--- src/rtl/nonce_uart_serializer.sv ---
`default_nettype none
// ============================================================================
// Module      : nonce_uart_serializer
// Description : Buffers fixed-width result words (e.g. golden nonces) from the
//               hashing core in a small FIFO. Each word goes to uart_tx as a
//               header byte followed by WORD_BYTES data bytes, one byte per
//               tx_start/tx_busy handshake.
// Revision    : 1.0 - initial release
// ----------------------------------------------------------------------------
// Ports
//   clk        : system clock
//   reset      : synchronous, active-low reset
//   word_in    : result word from the hashing core
//   word_valid : word_in is valid this cycle
//   word_ready : FIFO can accept a word (combinational)
//   tx_data    : byte presented to uart_tx data_in (registered)
//   tx_start   : one-cycle start pulse to uart_tx (registered)
//   tx_busy    : uart_tx busy
//   fifo_count : words held in the FIFO, excluding the word being sent
//   overflow   : sticky, a word was offered while the FIFO was full
//   ack_err    : sticky, tx_busy did not rise within ACK_TIMEOUT cycles
//   idle       : FIFO empty and serializer idle (combinational)
// ============================================================================
module nonce_uart_serializer #(
    parameter int         WORD_BYTES  = 4,
    parameter int         FIFO_DEPTH  = 4,
    parameter int         MSB_FIRST   = 1,
    parameter logic [7:0] HEADER_BYTE = 8'hA5,
    parameter int         ACK_TIMEOUT = 15
) (
    input  logic                            clk,
    input  logic                            reset,
    input  logic [WORD_BYTES*8-1:0]         word_in,
    input  logic                            word_valid,
    output logic                            word_ready,
    output logic [7:0]                      tx_data,
    output logic                            tx_start,
    input  logic                            tx_busy,
    output logic [$clog2(FIFO_DEPTH):0]     fifo_count,
    output logic                            overflow,
    output logic                            ack_err,
    output logic                            idle
);

    localparam int WORD_W = WORD_BYTES * 8;
    localparam int PTR_W  = $clog2(FIFO_DEPTH);
    localparam int CNT_W  = PTR_W + 1;
    localparam int BCNT_W = $clog2(WORD_BYTES + 1);

    localparam logic [CNT_W-1:0]  C_DEPTH       = CNT_W'(FIFO_DEPTH);
    localparam logic [BCNT_W-1:0] C_WORD_BYTES  = BCNT_W'(WORD_BYTES);
    localparam logic [7:0]        C_ACK_TIMEOUT = 8'(ACK_TIMEOUT);

    typedef enum logic [1:0] {
        S_IDLE      = 2'd0,
        S_START     = 2'd1,
        S_WAIT_ACK  = 2'd2,
        S_WAIT_DONE = 2'd3
    } state_t;

    // ------------------------------------------------------------------------
    // Word FIFO
    // ------------------------------------------------------------------------
    logic [WORD_W-1:0] r_mem [FIFO_DEPTH];
    logic [PTR_W-1:0]  r_wr_ptr;
    logic [PTR_W-1:0]  r_rd_ptr;
    logic [CNT_W-1:0]  r_count;
    logic              r_overflow;

    // ------------------------------------------------------------------------
    // Serializer state
    // ------------------------------------------------------------------------
    state_t            r_state;
    logic [WORD_W-1:0] r_shift;
    logic [BCNT_W-1:0] r_byte_cnt;
    logic [7:0]        r_timeout;
    logic [7:0]        r_tx_data;
    logic              r_tx_start;
    logic              r_ack_err;

    logic              w_push;
    logic              w_pop;
    logic [7:0]        w_next_byte;
    logic [WORD_W-1:0] w_shift_next;
    logic [7:0]        w_timeout_next;

    assign word_ready = (r_count != C_DEPTH);
    assign w_push     = word_valid && word_ready;
    // A word leaves the FIFO only when the serializer is free to take it.
    assign w_pop      = (r_state == S_IDLE) && (r_count != '0);
    assign idle       = (r_state == S_IDLE) && (r_count == '0);

    assign w_timeout_next = r_timeout + 8'd1;

    // Byte order is fixed at elaboration: take the byte at the leading end
    // of the shift register and move the remainder toward it.
    generate
        if (MSB_FIRST != 0) begin : g_msb_first
            assign w_next_byte  = r_shift[WORD_W-1 -: 8];
            assign w_shift_next = r_shift << 8;
        end else begin : g_lsb_first
            assign w_next_byte  = r_shift[7:0];
            assign w_shift_next = r_shift >> 8;
        end
    endgenerate

    // Storage array carries no reset; validity is tracked by the pointers.
    always_ff @(posedge clk) begin
        if (w_push) begin
            r_mem[r_wr_ptr] <= word_in;
        end
    end

    always_ff @(posedge clk) begin
        if (!reset) begin
            r_wr_ptr   <= '0;
            r_rd_ptr   <= '0;
            r_count    <= '0;
            r_overflow <= 1'b0;
        end else begin
            // Depth is a power of two, so pointers wrap naturally.
            if (w_push) begin
                r_wr_ptr <= r_wr_ptr + PTR_W'(1);
            end
            if (w_pop) begin
                r_rd_ptr <= r_rd_ptr + PTR_W'(1);
            end
            case ({w_push, w_pop})
                2'b10:   r_count <= r_count + CNT_W'(1);
                2'b01:   r_count <= r_count - CNT_W'(1);
                default: r_count <= r_count;
            endcase
            // A word offered while full is dropped and flagged.
            if (word_valid && !word_ready) begin
                r_overflow <= 1'b1;
            end
        end
    end

    always_ff @(posedge clk) begin
        if (!reset) begin
            r_state    <= S_IDLE;
            r_shift    <= '0;
            r_byte_cnt <= '0;
            r_timeout  <= '0;
            r_tx_data  <= 8'h00;
            r_tx_start <= 1'b0;
            r_ack_err  <= 1'b0;
        end else begin
            // tx_start is only ever high for the cycle following START.
            r_tx_start <= 1'b0;
            case (r_state)
                S_IDLE: begin
                    // tx_busy is deliberately ignored here; a busy uart_tx
                    // is handled by the acknowledge wait that follows.
                    if (w_pop) begin
                        r_shift    <= r_mem[r_rd_ptr];
                        r_tx_data  <= HEADER_BYTE;
                        r_byte_cnt <= C_WORD_BYTES;
                        r_state    <= S_START;
                    end
                end
                S_START: begin
                    r_tx_start <= 1'b1;
                    r_timeout  <= 8'd0;
                    r_state    <= S_WAIT_ACK;
                end
                S_WAIT_ACK: begin
                    if (tx_busy) begin
                        r_state <= S_WAIT_DONE;
                    end else begin
                        r_timeout <= w_timeout_next;
                        // uart_tx never acknowledged: drop the rest of the
                        // word so the link does not stall forever.
                        if (w_timeout_next == C_ACK_TIMEOUT) begin
                            r_ack_err <= 1'b1;
                            r_state   <= S_IDLE;
                        end
                    end
                end
                S_WAIT_DONE: begin
                    if (!tx_busy) begin
                        if (r_byte_cnt == '0) begin
                            r_state <= S_IDLE;
                        end else begin
                            r_tx_data  <= w_next_byte;
                            r_shift    <= w_shift_next;
                            r_byte_cnt <= r_byte_cnt - BCNT_W'(1);
                            r_state    <= S_START;
                        end
                    end
                end
                default: begin
                    r_state <= S_IDLE;
                end
            endcase
        end
    end

    assign tx_data    = r_tx_data;
    assign tx_start   = r_tx_start;
    assign fifo_count = r_count;
    assign overflow   = r_overflow;
    assign ack_err    = r_ack_err;

endmodule
`default_nettype wire
--- config.mk ---
export PLATFORM = sky130hd
export DESIGN_NAME = nonce_uart_serializer
export DESIGN_NICKNAME = d
export VERILOG_FILES = /design/src/rtl/nonce_uart_serializer.sv
export SDC_FILE = /design/constraint.sdc
export NUM_CORES = 1
export LEC_CHECK = 0
export ABC_AREA = 1
export BUFFER_PORTS_ARGS = -buffer_cell sky130_fd_sc_hd__buf_2
export CAP_MARGIN = 40
export CELL_PAD_IN_SITES_DETAIL_PLACEMENT = 0
export CELL_PAD_IN_SITES_GLOBAL_PLACEMENT = 1
export CORE_ASPECT_RATIO = 0.6
export CORE_MARGIN = 3
export CORE_UTILIZATION = 43
export DETAILED_ROUTE_END_ITERATION = 7
export GPL_ROUTABILITY_DRIVEN = 0
export GPL_TIMING_DRIVEN = 0
export PLACE_DENSITY_LB_ADDON = 0.15
export SLEW_MARGIN = 5
export SYNTH_ARGS = -nofsm -noshare
export SYNTH_HDL_FRONTEND = slang
export SYNTH_SLANG_ARGS = --single-unit
--- constraint.sdc ---
create_clock -name clk -period 2.3 [get_ports clk]
set_input_delay 0.345 -clock clk [delete_from_list [all_inputs] [get_ports clk]]
set_output_delay 0.345 -clock clk [all_outputs]
set_load 0.005 [all_outputs]
==> metrics.md <==
| Metric | Value |
|---|---|
| Status | `finished clean` |
| Max Clk Rate | `between 400 and 500 MHz` |
| Detail Route met2 WL | `7598 um` |
| CTS Root Cell | `clkbuf_16` |
| FF+latch count, synth | `approximately 190` |
| Antenna Nets Post-Route | `0` |
| Share of the yosys chip area belonging to registers | `between 60% and 70%` |
| CP Launch Type | `flip-flop` |
| Yosys top cell area share | `between 50% and 60%` |
| Final Max Slew Viols | `0` |
| Worst slew margin | `roughly three fifths` |
| Pre-CTS setup slack | `roughly 0.042 ns` |
| Synth Cell Area | `roughly 7600 um2` |
| M1 WL | `between 9000 and 10,000 um` |
| Leak Pwr | `roughly 3.2 nW` |
| Final setup violation count | `0` |
| Max Cap Viol | `0` |
| Hold crit path type | `in -> reg` |
| Least-Margin Pin Slew | `0.6274 ns` |
| Register area | `roughly 5000 um2` |
| Setup bufs post-CTS | `0` |
| Fraction of layout cells with a size suffix above 1 | `between 10% and 20%` |
| IO Pins | `52` |
| Die Wd | `between 150 and 200 um` |
| Clk slew on worst S/H paths | `0.08 ns` |
| Initial antenna violation count | `0` |
| H-tree levels | `4` |
| Die Ht | `between 100 and 150 um` |
| Post-synth top area cell | `edfxtp_1` |
| Number of flops mapped to enable cells by yosys | `128` |
| Post-DP HPWL | `12,540 um` |
| Area of the multi-input gates | `~2200 um2` |
| Syn Area/Cell | `10.87 um2` |
| Unrepaired setup endpoints after global routing | `false` |
| Most frequent cell after synthesis | `edfxtp_1` |
| R2R cell count | `10` |
| Synth top cells by count | `edfxtp_1 (128), o21ai_0 (98), a21oi_1 (86), nand2_1 (81), nor2_1 (81)` |
| Layout Nets | `between 800 and 900` |
| Buffers added on ports | `50` |
| Total Routing Usage GR | `between 10% and 20%` |
| Synth top area cells | `edfxtp_1 (51%), dfxtp_1 (17%), o21ai_0 (6.5%)` |
| CP arrival | `2.36 ns` |
| Global-route wire length before repair | `about 28,000 um` |
| WL per Instance | `roughly 18 um` |
| Final worst slack | `~0.25 ns` |
| Worst Clk Skew | `~0.011 ns` |
| Max Fanout on Critical Path | `9` |
| FILL cells | `roughly 1,500` |
| Top Layer Used | `met4` |
| Critical path class | `reg -> reg` |
| Fin. Hold Viols | `0` |
| # diodes | `0` |
| Post-synthesis cell count | `about 700` |
| # DRC | `0` |
| Vias in the first global route | `5,123` |
| Initial Util | `between 40% and 50%` |
| Via Count | `around 5,400` |
| Area grow syn2layout | `16.64%` |
| Period utilization | `about nine tenths` |
| Rows | `36` |
| Syn. warnings | `0` |
| Total power | `10.93 mW` |
| Clk buf depth | `2` |
| Met3 Routed Length | `1126 um` |
| Largest net degree at the start of global routing | `20` |
| WL final | `between 15,000 and 20,000 um` |
| Vias/cell | `between 5 and 6` |
| PD cells | `roughly 1200 nW/um2` |
| Final min period | `2.052 ns` |
| CTS tree | `yes` |
| Clk sinks | `roughly 190` |
| Hold path depth | `1` |
| Num CTS Buffers | `17` |
| Ys flop type | `edfxtp_1` |
| Clk_lat worst skew | `0.43 ns` |
| Reg2Reg Setup Slack | `between 0.2 and 0.25 ns` |
| Setup crit end kind | `flip-flop` |
| Core footprint | `16,760 um2` |
| CTS Hold Bufs | `0` |
| Mapped Nets | `roughly 750` |
| Initial detailed-routing violation count | `roughly 500` |
| Critical Path RT | `roughly 2.6 ns` |
| Die ar. | `19,350 um2` |
| Distinct cell type count after synthesis | `32` |
| GRT overflow | `0` |
| Share of flip-flops with an asynchronous set or reset | `0%` |
| VDD IR-drop max | `699.5 uV` |
| DRT Pass-1 Iters | `5` |
==> registers in the layout, indices dropped and copies added (netlist names), named ones only <==
signal      count
r_mem         128
r_shift        32
r_timeout       8
tx_data         8
fifo_count      3
r_byte_cnt      3
r_rd_ptr        2
r_state         2
r_wr_ptr        2
ack_err         1
overflow        1
tx_start        1
==> worst max-delay path, cell delays in order, from the launching register on <==
cell and delay, ns:
dfxtp_1 0.35, inv_1 0.16, nand3_1 0.15, nand2_4 0.19, ha_1 0.17, inv_1 0.06, fa_1 0.37, a21oi_1 0.14
o21ai_0 0.12, o21ai_0 0.16, a21oi_1 0.05
==> layout make-up <==
class                   count  area share, %
plain buffers              40          2.132
clock buffers              19          4.886
clock inverters            13          1.666
inverters                  37          1.596
multi-input cells         429          24.36
flip-flops and latches    193          58.07
well taps                 228          3.220
repair buffers             54          4.067
==> worst paths after layout <==
check | start | to
setup reg to reg | fifo_count[0] | fifo_count[2]
hold reg to reg | overflow | overflow
setup / recovery | fifo_count[0] | fifo_count[2]
hold / removal | word_in[14] | r_mem[2][14]
==> report_power, final <==
part           internal, mW  leakage, nW  switching, mW
sequential             4.29         1.71          0.243
clock                  1.54        0.277           1.37
combinational          1.13         1.23           2.37
==> metrics by stage <==
| step | TNS (ns) | std cells | area [um2] | hold slack (ns) | utilization [%] |
|---|---|---|---|---|---|
| detailed placement | 0 | 981 | 8272 | 0.4382 | 49.37 |
| finish | 0 | 1013 | 8860 | 0.1283 | 52.87 |
| CTS | 0 | 1013 | 8852 | 0.1097 | 52.83 |
| global placement | -172.98 | 977 | 8132 | 0.4340 | 48.53 |
| floorplan | -32.25 | 699 | 7596 | 0.4333 | - |
| global route | 0 | 1013 | 8860 | 0.1162 | 52.87 |
==> logic make-up (layout without fill, tap and decap cells) <==
| logic type | Yosys count | in the layout | synth area share [%] |
|---|---|---|---|
| flip-flops | 193 | 193 | 67.73 |
| AO/OA/AOI/OAI | 227 | 227 | 15.70 |
| XOR/XNOR | 1 | 1 | 0.1153 |
| buffers and inverters | 77 | 163 | 4.348 |
| adder cells (fa/ha/maj) | 10 | 10 | 1.746 |
| AND/OR/NAND/NOR | 191 | 191 | 10.36 |
==> per-layer routing <==
metal / track usage (%) / vias to the layer above
li1: - / 2628
met1: 29.55 / 2584
met2: 28.09 / 158
met3: 4.593 / 14
met4: 4.367 / 0
met5: 0 / -
==> placed cells by master (no fill, tap or decap), drive strengths merged <==
cell      instances
a211oi            1
a21oi            86
a31oi             1
buf              68
bufinv            1
clkbuf           45
clkinv            6
clkinvlp          2
dfxtp            65
edfxtp          128
fa                1
ha                9
inv              41
nand2            82
nand3            19
nand3b            2
nand4             2
nor2             85
o21a              1
o21ai           104
o21bai            1
o22ai            32
o31ai             1
or2               1
xor2              1
==> what timing repair did <==
action,4_1_cts,5_1_grt
resized for setup,0,2
endpoints found under the hold margin,0,0
endpoints found under the setup margin,0,1
Note: power is estimated with default switching activity, not from simulation.
